===== config.mk =====
export PLATFORM = sky130hd
export DESIGN_NAME = svm_eval_sequencer
export DESIGN_NICKNAME = d
export VERILOG_FILES = /design/src/rtl/svm_eval_sequencer.sv
export SDC_FILE = /design/constraint.sdc
export NUM_CORES = 1
export LEC_CHECK = 0
export CORE_MARGIN = 4
export CORE_UTILIZATION = 54
export CTS_BUF_LIST = sky130_fd_sc_hd__clkbuf_2
export CTS_CLUSTER_DIAMETER = 200
export CTS_CLUSTER_SIZE = 40
export DETAILED_ROUTE_END_ITERATION = 10
export PLACE_DENSITY_LB_ADDON = 0.1
export SLEW_MARGIN = 20
export SYNTH_ARGS = -nofsm -noshare
export SYNTH_HDL_FRONTEND = slang
export SYNTH_SLANG_ARGS = --single-unit
export TNS_END_PERCENT = 50

===== constraint.sdc =====
create_clock -name clk -period 4.36 [get_ports clk]
set_input_delay 0.654 -clock clk [delete_from_list [all_inputs] [get_ports clk]]
set_output_delay 0.654 -clock clk [all_outputs]
set_load 0.01 [all_outputs]

===== src/rtl/svm_eval_sequencer.sv =====
// svm_eval_sequencer: control FSM for the SRAM-based SVM classifier.
// It sequences the host coefficient load. It then runs one SRAM sweep per modality
// (valence, then arousal) through the shared MAC datapath. Each label is captured
// from the decision sign, and the label pair is returned on a valid/ready output.
//
// Optional feature: define SVM_SEQ_PERF_EN to add the perf_cycles port. It reports
// the number of cycles from the valence feature handshake to the label pair handshake.
//
// state    | meaning
// ---------+-------------------------------------------------------------
// S_LOAD   | host writes coefficients/intercepts; leaves on mem_write_done
// S_WAIT_FIN | fin_ready high, waiting for the feature vector handshake
// S_SWEEP  | reads rows 0..F_WIDTH-1, one per cycle
// S_DRAIN  | lets the pipelined acc_en tail and the last accumulate settle
// S_DECIDE | samples dp_sign into the label of the current modality
// S_OUT    | presents the label pair until dout_ready
module svm_eval_sequencer #(
    parameter int F_WIDTH     = 214,
    parameter int LOG_F_WIDTH = 8,
    parameter int SRAM_LAT    = 1
) (
    input  logic                   clk,
    input  logic                   rst,
    input  logic [LOG_F_WIDTH-1:0] mem_write_addr,
    input  logic                   mem_we,
    output logic                   mem_write_ready,
    input  logic                   mem_write_done,
    input  logic                   intercept_valid,
    input  logic                   fin_valid,
    output logic                   fin_ready,
    output logic                   dout_valid,
    input  logic                   dout_ready,
    output logic                   valence,
    output logic                   arousal,
    output logic [LOG_F_WIDTH-1:0] sram_addr,
    output logic                   sram_cen,
    output logic                   sram_wen,
    output logic                   icpt_load,
    output logic                   feat_load,
    output logic                   acc_clear,
    output logic                   acc_en,
    output logic                   acc_modality,
    input  logic                   dp_sign
`ifdef SVM_SEQ_PERF_EN
    ,
    output logic [15:0]            perf_cycles
`endif
);

    typedef enum logic [2:0] {
        S_LOAD,
        S_WAIT_FIN,
        S_SWEEP,
        S_DRAIN,
        S_DECIDE,
        S_OUT
    } state_t;

    localparam logic [LOG_F_WIDTH-1:0] ROW_LAST   = LOG_F_WIDTH'(F_WIDTH - 1);
    // DRAIN lasts SRAM_LAT+1 cycles. The extra cycle lets the final accumulate reach dp_sign.
    localparam logic [1:0]             DRAIN_LOAD = 2'(SRAM_LAT);

    state_t                state;
    logic                  m;
    logic [1:0]            drain_cnt;
    logic [SRAM_LAT-1:0]   rd_pipe;
    logic                  load_wr;

    // A host write is allowed only when the row address is inside the coefficient array.
    assign load_wr      = ~mem_we & (mem_write_addr <= ROW_LAST);
    assign feat_load    = fin_valid & fin_ready;
    assign acc_en       = rd_pipe[SRAM_LAT-1];
    assign acc_modality = m;

    // Sequencer FSM with registered outputs and the read-valid delay line that feeds acc_en.
    always_ff @(posedge clk or negedge rst) begin
        if (!rst) begin
            state           <= S_LOAD;
            m               <= 1'b0;
            drain_cnt       <= '0;
            rd_pipe         <= '0;
            mem_write_ready <= 1'b1;
            fin_ready       <= 1'b0;
            dout_valid      <= 1'b0;
            valence         <= 1'b0;
            arousal         <= 1'b0;
            sram_addr       <= '0;
            sram_cen        <= 1'b1;
            sram_wen        <= 1'b1;
            icpt_load       <= 1'b0;
            acc_clear       <= 1'b0;
        end else begin
            acc_clear  <= 1'b0;
            icpt_load  <= 1'b0;
            rd_pipe[0] <= (state == S_SWEEP);
            for (int i = 1; i < SRAM_LAT; i++) begin
                rd_pipe[i] <= rd_pipe[i-1];
            end
            case (state)
                S_LOAD: begin
                    sram_addr <= mem_write_addr;
                    sram_cen  <= ~load_wr;
                    sram_wen  <= ~load_wr;
                    icpt_load <= intercept_valid;
                    if (mem_write_done) begin
                        state           <= S_WAIT_FIN;
                        mem_write_ready <= 1'b0;
                        fin_ready       <= 1'b1;
                        sram_cen        <= 1'b1;
                        sram_wen        <= 1'b1;
                        icpt_load       <= 1'b0;
                    end
                end
                S_WAIT_FIN: begin
                    if (fin_valid) begin
                        state     <= S_SWEEP;
                        fin_ready <= 1'b0;
                        acc_clear <= 1'b1;
                        sram_cen  <= 1'b0;
                        sram_addr <= '0;
                    end
                end
                S_SWEEP: begin
                    if (sram_addr == ROW_LAST) begin
                        sram_cen  <= 1'b1;
                        drain_cnt <= DRAIN_LOAD;
                        state     <= S_DRAIN;
                    end else begin
                        sram_addr <= sram_addr + LOG_F_WIDTH'(1);
                    end
                end
                S_DRAIN: begin
                    if (drain_cnt == 2'd0) begin
                        state <= S_DECIDE;
                    end else begin
                        drain_cnt <= drain_cnt - 2'd1;
                    end
                end
                S_DECIDE: begin
                    if (!m) begin
                        valence   <= ~dp_sign;
                        m         <= 1'b1;
                        state     <= S_WAIT_FIN;
                        fin_ready <= 1'b1;
                    end else begin
                        arousal    <= ~dp_sign;
                        m          <= 1'b0;
                        state      <= S_OUT;
                        dout_valid <= 1'b1;
                    end
                end
                S_OUT: begin
                    if (dout_ready) begin
                        dout_valid <= 1'b0;
                        state      <= S_WAIT_FIN;
                        fin_ready  <= 1'b1;
                    end
                end
                default: state <= S_LOAD;
            endcase
        end
    end

`ifdef SVM_SEQ_PERF_EN
    logic perf_run;

    // Saturating cycle count from the valence feature handshake to the label pair handshake.
    always_ff @(posedge clk or negedge rst) begin
        if (!rst) begin
            perf_cycles <= '0;
            perf_run    <= 1'b0;
        end else if (feat_load && !m) begin
            perf_cycles <= '0;
            perf_run    <= 1'b1;
        end else if (perf_run) begin
            if (perf_cycles != 16'hFFFF) begin
                perf_cycles <= perf_cycles + 16'd1;
            end
            if (dout_valid && dout_ready) begin
                perf_run <= 1'b0;
            end
        end
    end
`endif

endmodule

# Word level (Yosys, flattened, before mapping)

Index checks and enable logic that the tools add are counted.
Widths: inputs -> output; s select.

Add/subtract/negate cells: 2
Multiplexer cells: 29
Reduce and logical (&&, ||, !) cells: 15
Bitwise operators: 6
Magnitude comparators: 1
Equality and inequality tests: 15

Operator list:

| cell                | count |
|---|---|
| $pmux 8 s3          | 1 |
| $mux 3              | 6 |
| $pmux 3 s6          | 1 |
| $mux 8              | 2 |
| $ne 2x2->1 const B  | 8 |
| $mux 1              | 13 |
| $reduce_and 3->1    | 4 |
| $reduce_and 5->1    | 2 |
| $add 8x1->8 const B | 1 |
| $eq 8x8->1 const B  | 1 |
| $le 8x8->1 const B  | 1 |
| $eq 3x2->1 const B  | 2 |
| $eq 3x3->1 const B  | 2 |
| $reduce_and 2->1    | 3 |
| $mux 2              | 2 |
| $not 1->1           | 4 |
| $pmux 1 s4          | 1 |
| $pmux 2 s2          | 1 |
| $reduce_bool 2->1   | 2 |
| $reduce_bool 4->1   | 1 |
| $eq 3x1->1 const B  | 1 |
| $logic_not 3->1     | 1 |
| $pmux 1 s3          | 1 |
| $reduce_bool 3->1   | 1 |
| other kinds (5)     | 6 |

Flip-flop bits (word level): 24
Bits of input ports: 16
Output and inout port bits: 20

# Depth between registers and ports, before layout

Depth in word-level cells: 5
Depth in mapped cells: 6
Mapped depth without buffers: 6

# Least setup slack after synthesis

Ideal clock, no wire load.

Kind: input to register
From: input port fin_valid
To: register sram_addr[0]
Stages on the path: 4
Setup slack: 2720 ps
Arrival: 1519 ps
Cell sequence: nand2b_1 > a21oi_1 > or2b_4 > a22o_1

Word-level cells in the longest chain between the ends: 2

Ends and longest elaborated chain:

| element                           | line | source |
|---|---|---|
| start: declaration                | 29   | `input logic fin_valid,` |
| $ne 2x2->1 (no source line)       | --   |  |
| $reduce_and 3->1 (no source line) | --   |  |
| end signal: assignment            | 101  | `sram_addr <= mem_write_addr;` |
| end signal: assignment            | 129  | `sram_addr <= sram_addr + LOG_F_WIDTH'(1);` |
| end: declaration                  | 35   | `output logic [LOG_F_WIDTH-1:0] sram_addr,` |

Every way passes these cells.
A chain may end at the register's enable or synchronous reset.

# Worst setup path after layout

From: input port fin_valid
To: output port feat_load

Word-level cells in the longest chain between the ends: 1

Ends and longest elaborated chain:

| element          | line | source |
|---|---|---|
| $and 1x1->1      | 71   | `assign feat_load = fin_valid & fin_ready;` |
| end: declaration | 39   | `output logic feat_load,` |

Every way passes these cells.

==> results.txt <==
CORE AREA = 2450 um2
Ant diodes = 0
Synth top area cells = dfrtp_1, dfstp_2, a21oi_1, o21ai_0, nand2_1
Pre-antenna DRT Iters = 4
RSZ-0062 raised after global routing = false
CTS Root Cell = clkbuf_2
Int Pwr = 0.684 mW
Sequential area share after synthesis = 0.439
EDFF count, synth = 0
Synth area leader = dfrtp_1
First-pass GRT wire length = 5690 um
Top-count cell post-synth = dfrtp_1
Critical Path Fanout Max = 6
Max Clock Freq = 394 MHz
Fin Setup TNS = 0 ns
Mapped cell area = 1380 um2
DRT iter0 DRCs = 57
Req. time, crit path = 3.71 ns
Switch Pwr = 0.540 mW
R2R cell count = 4
Initial Util = 0.561
Syn Nets = 163
Part of the power in registers = 0.380
Setup Viol. Count Final = 0
Post-route DRC = 0
Clk buf depth = 2
Startpoint Class = input port
Crit end category = primary output
Top post-synthesis cells by count = dfrtp_1, a21oi_1, nand2_1, nor2_1, o21ai_0
Async set-reset flop share out of synthesis = 1.00
Final worst path period share = 0.581
I/O Pins = 36
Largest net degree at the start of global routing = 25
Worst Tran Pin Value = 0.560 ns
Sw frac = 0.441
Max Cap Viol = 0
DIE AREA = 3420 um2
Clk_lat worst skew = 0.34 ns
RePlAce Congestion = 0.863
Area Growth Syn to Fin = 26.6%
Final hold vios = 0
Max_slew headroom = 0.627
Outcome = finished clean
CTS Buf Count = 3
Post-CTS Setup Inserts = 0
Via count = 1257
Yosys top cell area share = 0.382
Min Tclk post-route = 2.54 ns
Die H = 58.5 um
All-Layer GR Usage = 0.219
Antenna Violating Nets Remaining = 0
Yosys warning count = 0
Pins Over Slew Limit = 0
Wire length per cell = 16.7 um
Worst ir drop on vdd = 0.508 mV
Setup Crit Path Kind = in2out
Final core occ = 0.710
PortBufs = 35
Share of cells above drive strength 1 = 0.0899
Syn Inst Count = 144
Worst endpoint data arrival time = 1.88 ns
Power per Cell Area = 702 nW/um2
Netlist cell types = 49
Vias in the first global route = 1275
CTS resizes = 0
Row count = 18
Clock Skews = 0.00571 ns
Total Nets Final = 198
CTS clk-pin slew, worst paths = 0.23 ns
DP Wirelength = 2590 um
Initial antenna violation count = 0
# clock sinks = 24
H-Tree Depth = 1
Leakage = 0.755 nW
Combinational Power Share = 0.547
Hold_buf cts = 0
CTS tree = built
GRT overflow = 0
Die width = 58.5 um
Final WL = 3480 um
Ys flop type = dfrtp_1
Hold WC Path Type = in2async
#FFs+latches synth = 24
Avg Inst Size Synth = 9.56 um2
Detailed-route vias per instance = 6.04
Clock share of power = 0.072
==> cells in the final DEF, fill, tap and decap left out, types with 3 or more instances in the layout <==
cell type / count
ha_1: 3
nand2_1: 11
clkdlybuf4s50_1: 34
and3_1: 4
clkbuf_2: 3
o31ai_1: 3
a21oi_1: 11
nand2b_1: 3
dfrtp_1: 21
inv_1: 8
dfstp_2: 3
o21ai_0: 10
nor2_1: 11
nor3_1: 6
nand3_1: 4
==> worst max-delay path, stage by stage <==
cell and delay [ns]:
clkdlybuf4s50_1 0.55, and2_1 0.15, clkdlybuf4s50_1 0.53
==> layout make-up <==
| cell class | instances | area (um2) |
|---|---|---|
| sequential | 24 | 604 |
| multi-input combinational | 106 | 703 |
| clock inverter | 1 | 3.75 |
| timing repair buffer | 35 | 345 |
| clock buffer | 3 | 15.0 |
| fill | 203 | 712 |
| inverter | 9 | 33.8 |
| tap | 30 | 37.5 |
==> power by group through the flow <==
| stage | Clock [mW] | Sequential, mW | Combinational, mW |
|---|---|---|---|
| 2_1_floorplan | 0 | 0.439 | 0.443 |
| 3_3_place_gp | 0 | 0.460 | 0.649 |
| 3_5_place_dp | 0 | 0.467 | 0.672 |
| 4_1_cts | 0.0913 | 0.462 | 0.677 |
| 5_1_grt | 0.102 | 0.486 | 0.736 |
| 6_report | 0.0886 | 0.466 | 0.670 |
==> kinds of logic after synthesis <==
| group | Yosys count | share of synthesized area |
|---|---|---|
| simple gates | 53 | 0.221 |
| compound gates | 44 | 0.211 |
| flops | 24 | 0.439 |
| buf+inv | 14 | 0.0500 |
| mux | 4 | 0.0391 |
| fa+ha+maj | 3 | 0.0273 |
| xor+xnor | 2 | 0.0127 |
==> registers in the layout, indices dropped and copies added, names as in the netlist <==
signal	flops
fin_ready	1
icpt_load	1
state	3
acc_clear	1
dout_valid	1
sram_cen	1
valence	1
sram_addr	8
acc_modality	1
arousal	1
drain_cnt	2
sram_wen	1
acc_en	1
mem_write_ready	1
==> path summary, 6_finish.rpt <==
| kind | start | slack (ns) | to |
|---|---|---|---|
| max | fin_valid | 1.82 | feat_load |
| min | rst | 0.25 | acc_en |
| max reg2reg | state[0] | 2.36 | sram_addr[1] |
| min reg2reg | drain_cnt[0] | 0.49 | drain_cnt[0] |
| max in group asynchronous | rst | 3.73 | sram_cen |
| min in group clk | drain_cnt[0] | 0.49 | drain_cnt[0] |
==> per-stage QoR <==
| stage | setup slack [ns] | hold slack, ns | power (mW) | area (um2) | cells |
|---|---|---|---|---|---|
| finish | 1.82 | 0.248 | 1.22 | 1740 | 208 |
| global route | 1.80 | 0.260 | 1.32 | 1740 | 208 |
| CTS | 1.82 | 0.501 | 1.23 | 1750 | 208 |
| detailed placement | 1.82 | 0.475 | 1.14 | 1730 | 204 |
| global placement | 1.85 | 0.463 | 1.11 | 1730 | 204 |
| floorplan | 2.72 | 0.358 | 0.882 | 1380 | 144 |
==> per-layer routing <==
metal | wire length (um) | global-route usage
met3 | 240 | 0.0373
met4 | 36 | 0.106
met1 | 1410 | 0.255
met2 | 1800 | 0.386
met5 | 0 | 0
No activity file was read; power rests on OpenSTA's default activity.
